[src/rtl/mem_bus_arbiter_pkg.sv]
// Shared encodings for the two-master memory bus arbiter.
package mem_bus_arbiter_pkg;
  typedef enum logic {ARB_IDLE = 1'b0, ARB_BUSY = 1'b1} arb_state_e;

  localparam logic GNT_FETCH = 1'b0;
  localparam logic GNT_DATA  = 1'b1;

  localparam int TIMEOUT_CYCLES_DEF = 16;
endpackage

[src/rtl/mem_bus_arbiter_arb_rr2.sv]
// Two-way round-robin picker: a tie goes to the master that did not win last.
module arb_rr2
  import mem_bus_arbiter_pkg::*;
(
  input  logic [1:0] req,
  input  logic       last_gnt,
  output logic       gnt,
  output logic       any
);
  assign any = |req;
  assign gnt = (&req) ? ~last_gnt : (req[1] ? GNT_DATA : GNT_FETCH);
endmodule

[src/rtl/mem_bus_arbiter.sv]
// Shares one memory port between fetch (m0, read-only) and load/store (m1).
// Define ARB_TIMEOUT_EN to abort BUSY after TIMEOUT_CYCLES without slave ack.
module mem_bus_arbiter
  import mem_bus_arbiter_pkg::*;
#(
  parameter int ADDR_W         = 32,
  parameter int DATA_W         = 32,
  parameter int TIMEOUT_CYCLES = TIMEOUT_CYCLES_DEF
) (
  input  logic                clk,
  input  logic                rst,
  input  logic                m0_stb,
  input  logic [ADDR_W-1:0]   m0_addr,
  output logic                m0_ack,
  output logic [DATA_W-1:0]   m0_data,
  output logic                m0_err,
  input  logic                m1_stb,
  input  logic                m1_we,
  input  logic [ADDR_W-1:0]   m1_addr,
  input  logic [DATA_W-1:0]   m1_wdata,
  input  logic [DATA_W/8-1:0] m1_sel,
  output logic                m1_ack,
  output logic [DATA_W-1:0]   m1_rdata,
  output logic                m1_err,
  output logic                s_stb,
  output logic                s_we,
  output logic [ADDR_W-1:0]   s_addr,
  output logic [DATA_W-1:0]   s_wdata,
  output logic [DATA_W/8-1:0] s_sel,
  input  logic                s_ack,
  input  logic [DATA_W-1:0]   s_rdata,
  output logic                o_gnt
);
  arb_state_e state_q, state_d;
  logic gnt_q, gnt_d, last_q, last_d;
  logic pick_gnt, pick_any;
  logic busy, cur_stb, live, sel_m0, sel_m1, to_fire;

  arb_rr2 u_rr (
    .req      ({m1_stb, m0_stb}),
    .last_gnt (last_q),
    .gnt      (pick_gnt),
    .any      (pick_any)
  );

  assign busy    = (state_q == ARB_BUSY);
  assign cur_stb = (gnt_q == GNT_DATA) ? m1_stb : m0_stb;
  // live gates every output, so reset and an abandoned request both silence the bus
  assign live    = busy & cur_stb & ~rst;
  assign sel_m0  = live & (gnt_q == GNT_FETCH);
  assign sel_m1  = live & (gnt_q == GNT_DATA);

`ifdef ARB_TIMEOUT_EN
  localparam int CNT_W = (TIMEOUT_CYCLES > 2) ? $clog2(TIMEOUT_CYCLES) : 1;
  logic [CNT_W-1:0] cnt_q;

  always_ff @(posedge clk) begin
    if (rst || !busy) cnt_q <= '0;
    else if (!s_ack)  cnt_q <= cnt_q + CNT_W'(1);
  end

  // an ack in the expiry cycle takes priority over the abort
  assign to_fire = live & ~s_ack & (cnt_q == CNT_W'(TIMEOUT_CYCLES - 1));
`else
  logic unused_timeout;
  assign unused_timeout = ^TIMEOUT_CYCLES;
  assign to_fire = 1'b0;
`endif

  assign s_stb    = live & ~to_fire;
  assign s_we     = sel_m1 & m1_we;
  assign s_addr   = sel_m1 ? m1_addr : (sel_m0 ? m0_addr : '0);
  assign s_wdata  = sel_m1 ? m1_wdata : '0;
  assign s_sel    = sel_m1 ? m1_sel : (sel_m0 ? '1 : '0);
  assign m0_ack   = sel_m0 & s_ack;
  assign m1_ack   = sel_m1 & s_ack;
  assign m0_data  = sel_m0 ? s_rdata : '0;
  assign m1_rdata = sel_m1 ? s_rdata : '0;
  assign m0_err   = sel_m0 & to_fire;
  assign m1_err   = sel_m1 & to_fire;
  assign o_gnt    = gnt_q & ~rst;

  always_comb begin
    state_d = state_q;
    gnt_d   = gnt_q;
    last_d  = last_q;
    case (state_q)
      ARB_IDLE: begin
        if (pick_any) begin
          state_d = ARB_BUSY;
          gnt_d   = pick_gnt;
        end
      end
      ARB_BUSY: begin
        // a dropped strobe abandons the transfer without moving the round-robin pointer
        if (!cur_stb) begin
          state_d = ARB_IDLE;
        end else if (s_ack || to_fire) begin
          state_d = ARB_IDLE;
          last_d  = gnt_q;
        end
      end
      default: state_d = ARB_IDLE;
    endcase
  end

  always_ff @(posedge clk) begin
    if (rst) begin
      state_q <= ARB_IDLE;
      gnt_q   <= GNT_FETCH;
      last_q  <= GNT_DATA;
    end else begin
      state_q <= state_d;
      gnt_q   <= gnt_d;
      last_q  <= last_d;
    end
  end
endmodule

[config.mk]
export PLATFORM = sky130hd
export DESIGN_NAME = mem_bus_arbiter
export DESIGN_NICKNAME = d
export VERILOG_FILES = /design/src/rtl/mem_bus_arbiter_pkg.sv /design/src/rtl/mem_bus_arbiter_arb_rr2.sv /design/src/rtl/mem_bus_arbiter.sv
export SDC_FILE = /design/constraint.sdc
export NUM_CORES = 1
export LEC_CHECK = 0
export BUFFER_PORTS_ARGS = -buffer_cell sky130_fd_sc_hd__buf_2
export CAP_MARGIN = 10
export CORE_AREA = 2 2 107 109
export CTS_BUF_LIST = sky130_fd_sc_hd__clkbuf_4 sky130_fd_sc_hd__clkbuf_8
export CTS_CLUSTER_DIAMETER = 80
export DETAILED_ROUTE_END_ITERATION = 16
export DIE_AREA = 0 0 109 111
export GPL_TIMING_DRIVEN = 0
export PLACE_DENSITY_LB_ADDON = 0.2
export SETUP_SLACK_MARGIN = 0.2
export SLEW_MARGIN = 20
export SYNTH_ARGS = -nofsm -noshare
export SYNTH_HDL_FRONTEND = slang
export SYNTH_HIERARCHICAL = 1
export SYNTH_SLANG_ARGS = --single-unit
[constraint.sdc]
create_clock -name clk -period 1.3 [get_ports clk]
set_clock_uncertainty 0.1 [all_clocks]
set_input_delay 0.065 -clock clk [delete_from_list [all_inputs] [get_ports clk]]
set_output_delay 0.065 -clock clk [all_outputs]
set_load 0.02 [all_outputs]
# After elaboration in Yosys (flattened, before gate mapping)
# Cells that the tools add are included.
# op_classes
mux	14
n_reduce_logical	4
bitwise_logic	12
# op_table
op	count
32-bit two-way mux	5
1-bit bitwise AND	8
4-bit two-way mux	2
1-bit two-way mux	6
1-bit NOT	4
2-bit AND reduction	2
3-bit AND reduction	1
1-bit case mux with 2 select lines	1
2-bit OR reduction	1
# word_totals
word_cells	33
input_bits	138
out_inout_bits	139
register_bits	3

# Depth between registers and ports, before layout
# logic_depth
ltp_word	6
mapped_depth	5
mapped_depth_nobuf	4

# By module
# Netlist, hierarchy kept.
# by_module_without_submodules
module	area_per_inst_um2	seq_area_each_um2	instances	cells_per_inst
mem_bus_arbiter	1252.5	60.1	1	176
arb_rr2	13.8	0.0	1	2

# Least setup slack after synthesis
# Ideal clock, no wire load.
# synth_timing
kind	register to register
from	reg gnt_q
to	reg state_q (netlist: busy)
path_stages_with_launch	4
n_path_buf	0
arrival_ps	1143
t_required_ps	1141
setup_time_ps	59
synth_period_minus_slack_ps	1303
setup_slack_ps	-3
path_cell_list	dfxtp_1 nand2b_1 a21oi_1 a22o_1
# synth_between
elab_chain_len	3
# synth_rtl
element	line_no	text
start: declaration	mem_bus_arbiter.sv:35	logic gnt_q, gnt_d, last_q, last_d;
start signal: assignment	mem_bus_arbiter.sv:114	gnt_q <= gnt_d;
1-bit two-way mux	mem_bus_arbiter.sv:47	assign cur_stb = (gnt_q == GNT_DATA) ? m1_stb : m0_stb;
1-bit two-way mux	mem_bus_arbiter.sv:96	if (!cur_stb) begin
1-bit case mux with 2 select lines	mem_bus_arbiter.sv:87	case (state_q)
end signal: assignment	mem_bus_arbiter.sv:113	state_q <= state_d;
end: declaration	mem_bus_arbiter.sv:34	arb_state_e state_q, state_d;
# No other way between the ends.
# A chain may end at the register's enable or synchronous reset.

# Worst setup path in the final report
# layout_timing
from	reg gnt_q
to	out m0_data[1]
# layout_between
elab_chain_len	5
elab_cells_between_ends	6
classes_between	2 x mux; 4 x bitwise
# layout_rtl
element	line_no	text
1-bit two-way mux	mem_bus_arbiter.sv:47	
1-bit bitwise AND (2 in series)	mem_bus_arbiter.sv:49	assign live = busy & cur_stb & ~rst;
1-bit bitwise AND *	mem_bus_arbiter.sv:50	assign sel_m0 = live & (gnt_q == GNT_FETCH);
32-bit two-way mux *	mem_bus_arbiter.sv:77	assign m0_data = sel_m0 ? s_rdata : '0;
end: declaration	mem_bus_arbiter.sv:15	output logic [DATA_W-1:0] m0_data,
# Mark *: on every way between the ends. The rest lies on a longest branch, timed or not.

==> flow_metrics.env <==
export IMPL_status="complete, but fails checks"
export IMPL_violations="negative setup slack"
export IMPL_pwr_share_seq=0.098
export IMPL_yosys_cell_types_count=25
export IMPL_synth_simple_gate_area_share=0.545
export IMPL_synth_xor_area_share=0
export IMPL_timing_final_crit_share=1.24
export IMPL_arrival_ns=1.44
export IMPL_cap_violations=0
export IMPL_crit_chain="nand2b_4, nor2_4, buf_4, and2_2, buf_2"
export IMPL_critPathMaxFanout=10
export IMPL_post_route_cells_drive_above_1_share=0.955
export IMPL_num_vias=2442
export IMPL_switching_power_mw=0.404
export IMPL_initial_core_util=0.114
export IMPL_clockBufferDepth=2
export IMPL_utilization=0.376
export IMPL_ctsRootBufferMaster="clkbuf_8"
export IMPL_cts_max_level=1
export IMPL_antenna_found_initial=0
export IMPL_finalSetupViolCount=136
export IMPL_cts_tree="yes"
export IMPL_crit_type="reg -> out"
export IMPL_grt_start_max_net_pins=11
export IMPL_viasPerCell=3.98
export IMPL_gp_congestion=0.722
export IMPL_port_buffers=274
export IMPL_dp_slack_ns=-0.199
export IMPL_ys_seq_area_frac=0.0474
export IMPL_powerDensity_mw_per_mm2=275
export IMPL_clkSinkCount=3
export IMPL_synthTopCellsByArea="and2_1 (48%), a22o_1 (23%), buf_6 (6.2%)"
export IMPL_overflow=0
export IMPL_syn_to_final_growth_pct=229
export IMPL_synth_top_family_by_area="simple AND/OR/NAND/NOR gates"
export IMPL_holdWs_ns=0.0158
export IMPL_synthCells=178
export IMPL_grt_use_total=0.121
export IMPL_synth_compound_area_frac=0.275
export IMPL_synthDominantCellAreaShare=0.479
export IMPL_vdd_drop_max_v=0.000365
export IMPL_ys_ff_latch=3
export IMPL_cp_end_kind="output pin"
export IMPL_synthMuxAreaShare=0.00791
export IMPL_placed_cell_area_mm2=0.00325
export IMPL_finalHoldViolations=0
export IMPL_drc=0
export IMPL_synth_fa_ha_area_frac=0
export IMPL_dr_pass1_iters=4
export IMPL_fillers=1127
export IMPL_place_inst=596
export IMPL_diodes=0
export IMPL_insertion_delay_ns=0.21
export IMPL_wl_per_cell_um=13.7
export IMPL_coreArea_mm2=0.0111
export IMPL_period_minus_slack_ns=1.61
export IMPL_final_net_count=609
export IMPL_cts_buffers_inserted=3
export IMPL_grt_pass1_vias=2432
export IMPL_die_w_um=109
export IMPL_dieArea_mm2=0.0121
export IMPL_synth_largest_area_cell="and2_1"
export IMPL_syn_area_mm2=0.00127
export IMPL_cp_slowest_cell="dfxtp_4"
export IMPL_final_cell_area_mm2=0.00417
export IMPL_holdPathStages=3
export IMPL_fmax_mhz=621
export IMPL_io_pins=277
export IMPL_r2r_cells=5
export IMPL_leakagePower_nw=2.42
export IMPL_die_height_um=111
export IMPL_share_comb_of_total_power=0.648
export IMPL_dp_hpwl_mm=6.72
export IMPL_setup_tns_ns=-33.45
export IMPL_drt_iter0_markers=45
export IMPL_fin_ws_ns=-0.309
export IMPL_hold_class="in -> reg"
export IMPL_layout_common_cells="buf_2 (174), buf_6 (89), and2_2 (63)"
export IMPL_drv_slew=0
export IMPL_fin_cells=613
export IMPL_rsz0062_at_grt="yes"
export IMPL_std_cell_rows=39
export IMPL_yosysWarnings=6
export IMPL_start_kind="flip-flop"
export IMPL_ant_nets=0
export IMPL_switching_share=0.352
export IMPL_p_int_mw=0.743
export IMPL_grt_pass1_wl_mm=11.8
export IMPL_p_total_mw=1.15
export IMPL_routed_wl_mm=8.38
export IMPL_crit_required_ns=1.13
export IMPL_clkPwrFrac=0.255
export IMPL_syn_avg_cell_area_um2=7.11
export IMPL_path_clk_slew_ns=0.03
export IMPL_max_stage_delay_ns=0.35
export IMPL_final_common_cell="buf_2"
area by class of cell:
cell class                 count  area [um^2]  share of cell area
buffer                        20          279              0.0669
clock buffer                   4         48.8              0.0117
inverter                       2         7.51             0.00180
multi-input combinational    154         1540               0.370
sequential                     3         67.6              0.0162
tap                          143          179              0.0429
timing repair buffer         287         2040               0.491
registers in the layout (all words and copies together), names as in the netlist:
signal	count
busy	1
gnt_q	1
last_q	1
critical path: cells and delay by family (launching register included):
kind | cells | cell delay, ns
flip-flops | 1 | 0.35
buffers and inverters | 2 | 0.39
AND/OR/NAND/NOR | 3 | 0.49
per-layer routing:
| metal | GRT usage | wire (um) | part of all wire |
|---|---|---|---|
| met1 | 0.122 | 2810 | 0.34 |
| met2 | 0.253 | 4720 | 0.56 |
| met3 | 0.0182 | 747 | 0.089 |
| met4 | 0.0222 | 108 | 0.013 |
| met5 | 0 | 0 | 0 |
worst paths after layout:
path / from / to / slack, ns
setup / recovery: gnt_q / m0_data[1] / -0.31
hold / removal: rst / last_q / 0.02
setup reg to reg: gnt_q / busy / 0.09
hold reg to reg: last_q / last_q / 0.46
power groups by stage:
stage / Clock (mW) / Sequential, mW / Combinational, mW
global route: 0.311 / 0.114 / 0.798
finish: 0.292 / 0.112 / 0.743
CTS: 0.300 / 0.111 / 0.697
floorplan: 0 / 0.113 / 0.290
global placement: 0 / 0.115 / 0.603
detailed placement: 0 / 0.116 / 0.609
Yosys cell counts:
library cell	n
a21boi_1	1
a21o_1	4
a21oi_1	2
a22o_1	33
a31oi_1	1
and2_1	97
buf_2	3
buf_4	2
buf_6	7
clkbuf_1	2
clkbuf_2	6
conb_1	1
dfxtp_1	3
inv_1	2
mux2i_1	1
nand2_1	1
nand2b_1	1
nand2b_4	1
nand3_1	1
nor2_1	1
nor2_4	2
nor2b_1	2
nor3_1	2
o21ai_0	1
or2_1	1
logic make-up (layout without fill, tap and decap cells):
group	count (synthesis)	count (layout)
muxes	1	1
and+or+nand+nor	109	109
buffers and inverters	22	313
other	1	2
DFF	3	3
AOI/OAI and AO/OA	42	42
repair_timing:
| item | 4_1_cts | 5_1_grt |
|---|---|---|
| buffers inserted | 10 | 1 |
| gates resized for setup | 128 | 130 |
| pin swaps | 7 | 6 |
| hold endpoints to repair | 1 | 0 |
| gates cloned | 1 | 0 |
| setup endpoints to repair | 136 | 139 |
| hold buffers | 1 | 0 |
Note: power is estimated with default switching activity, not from simulation.
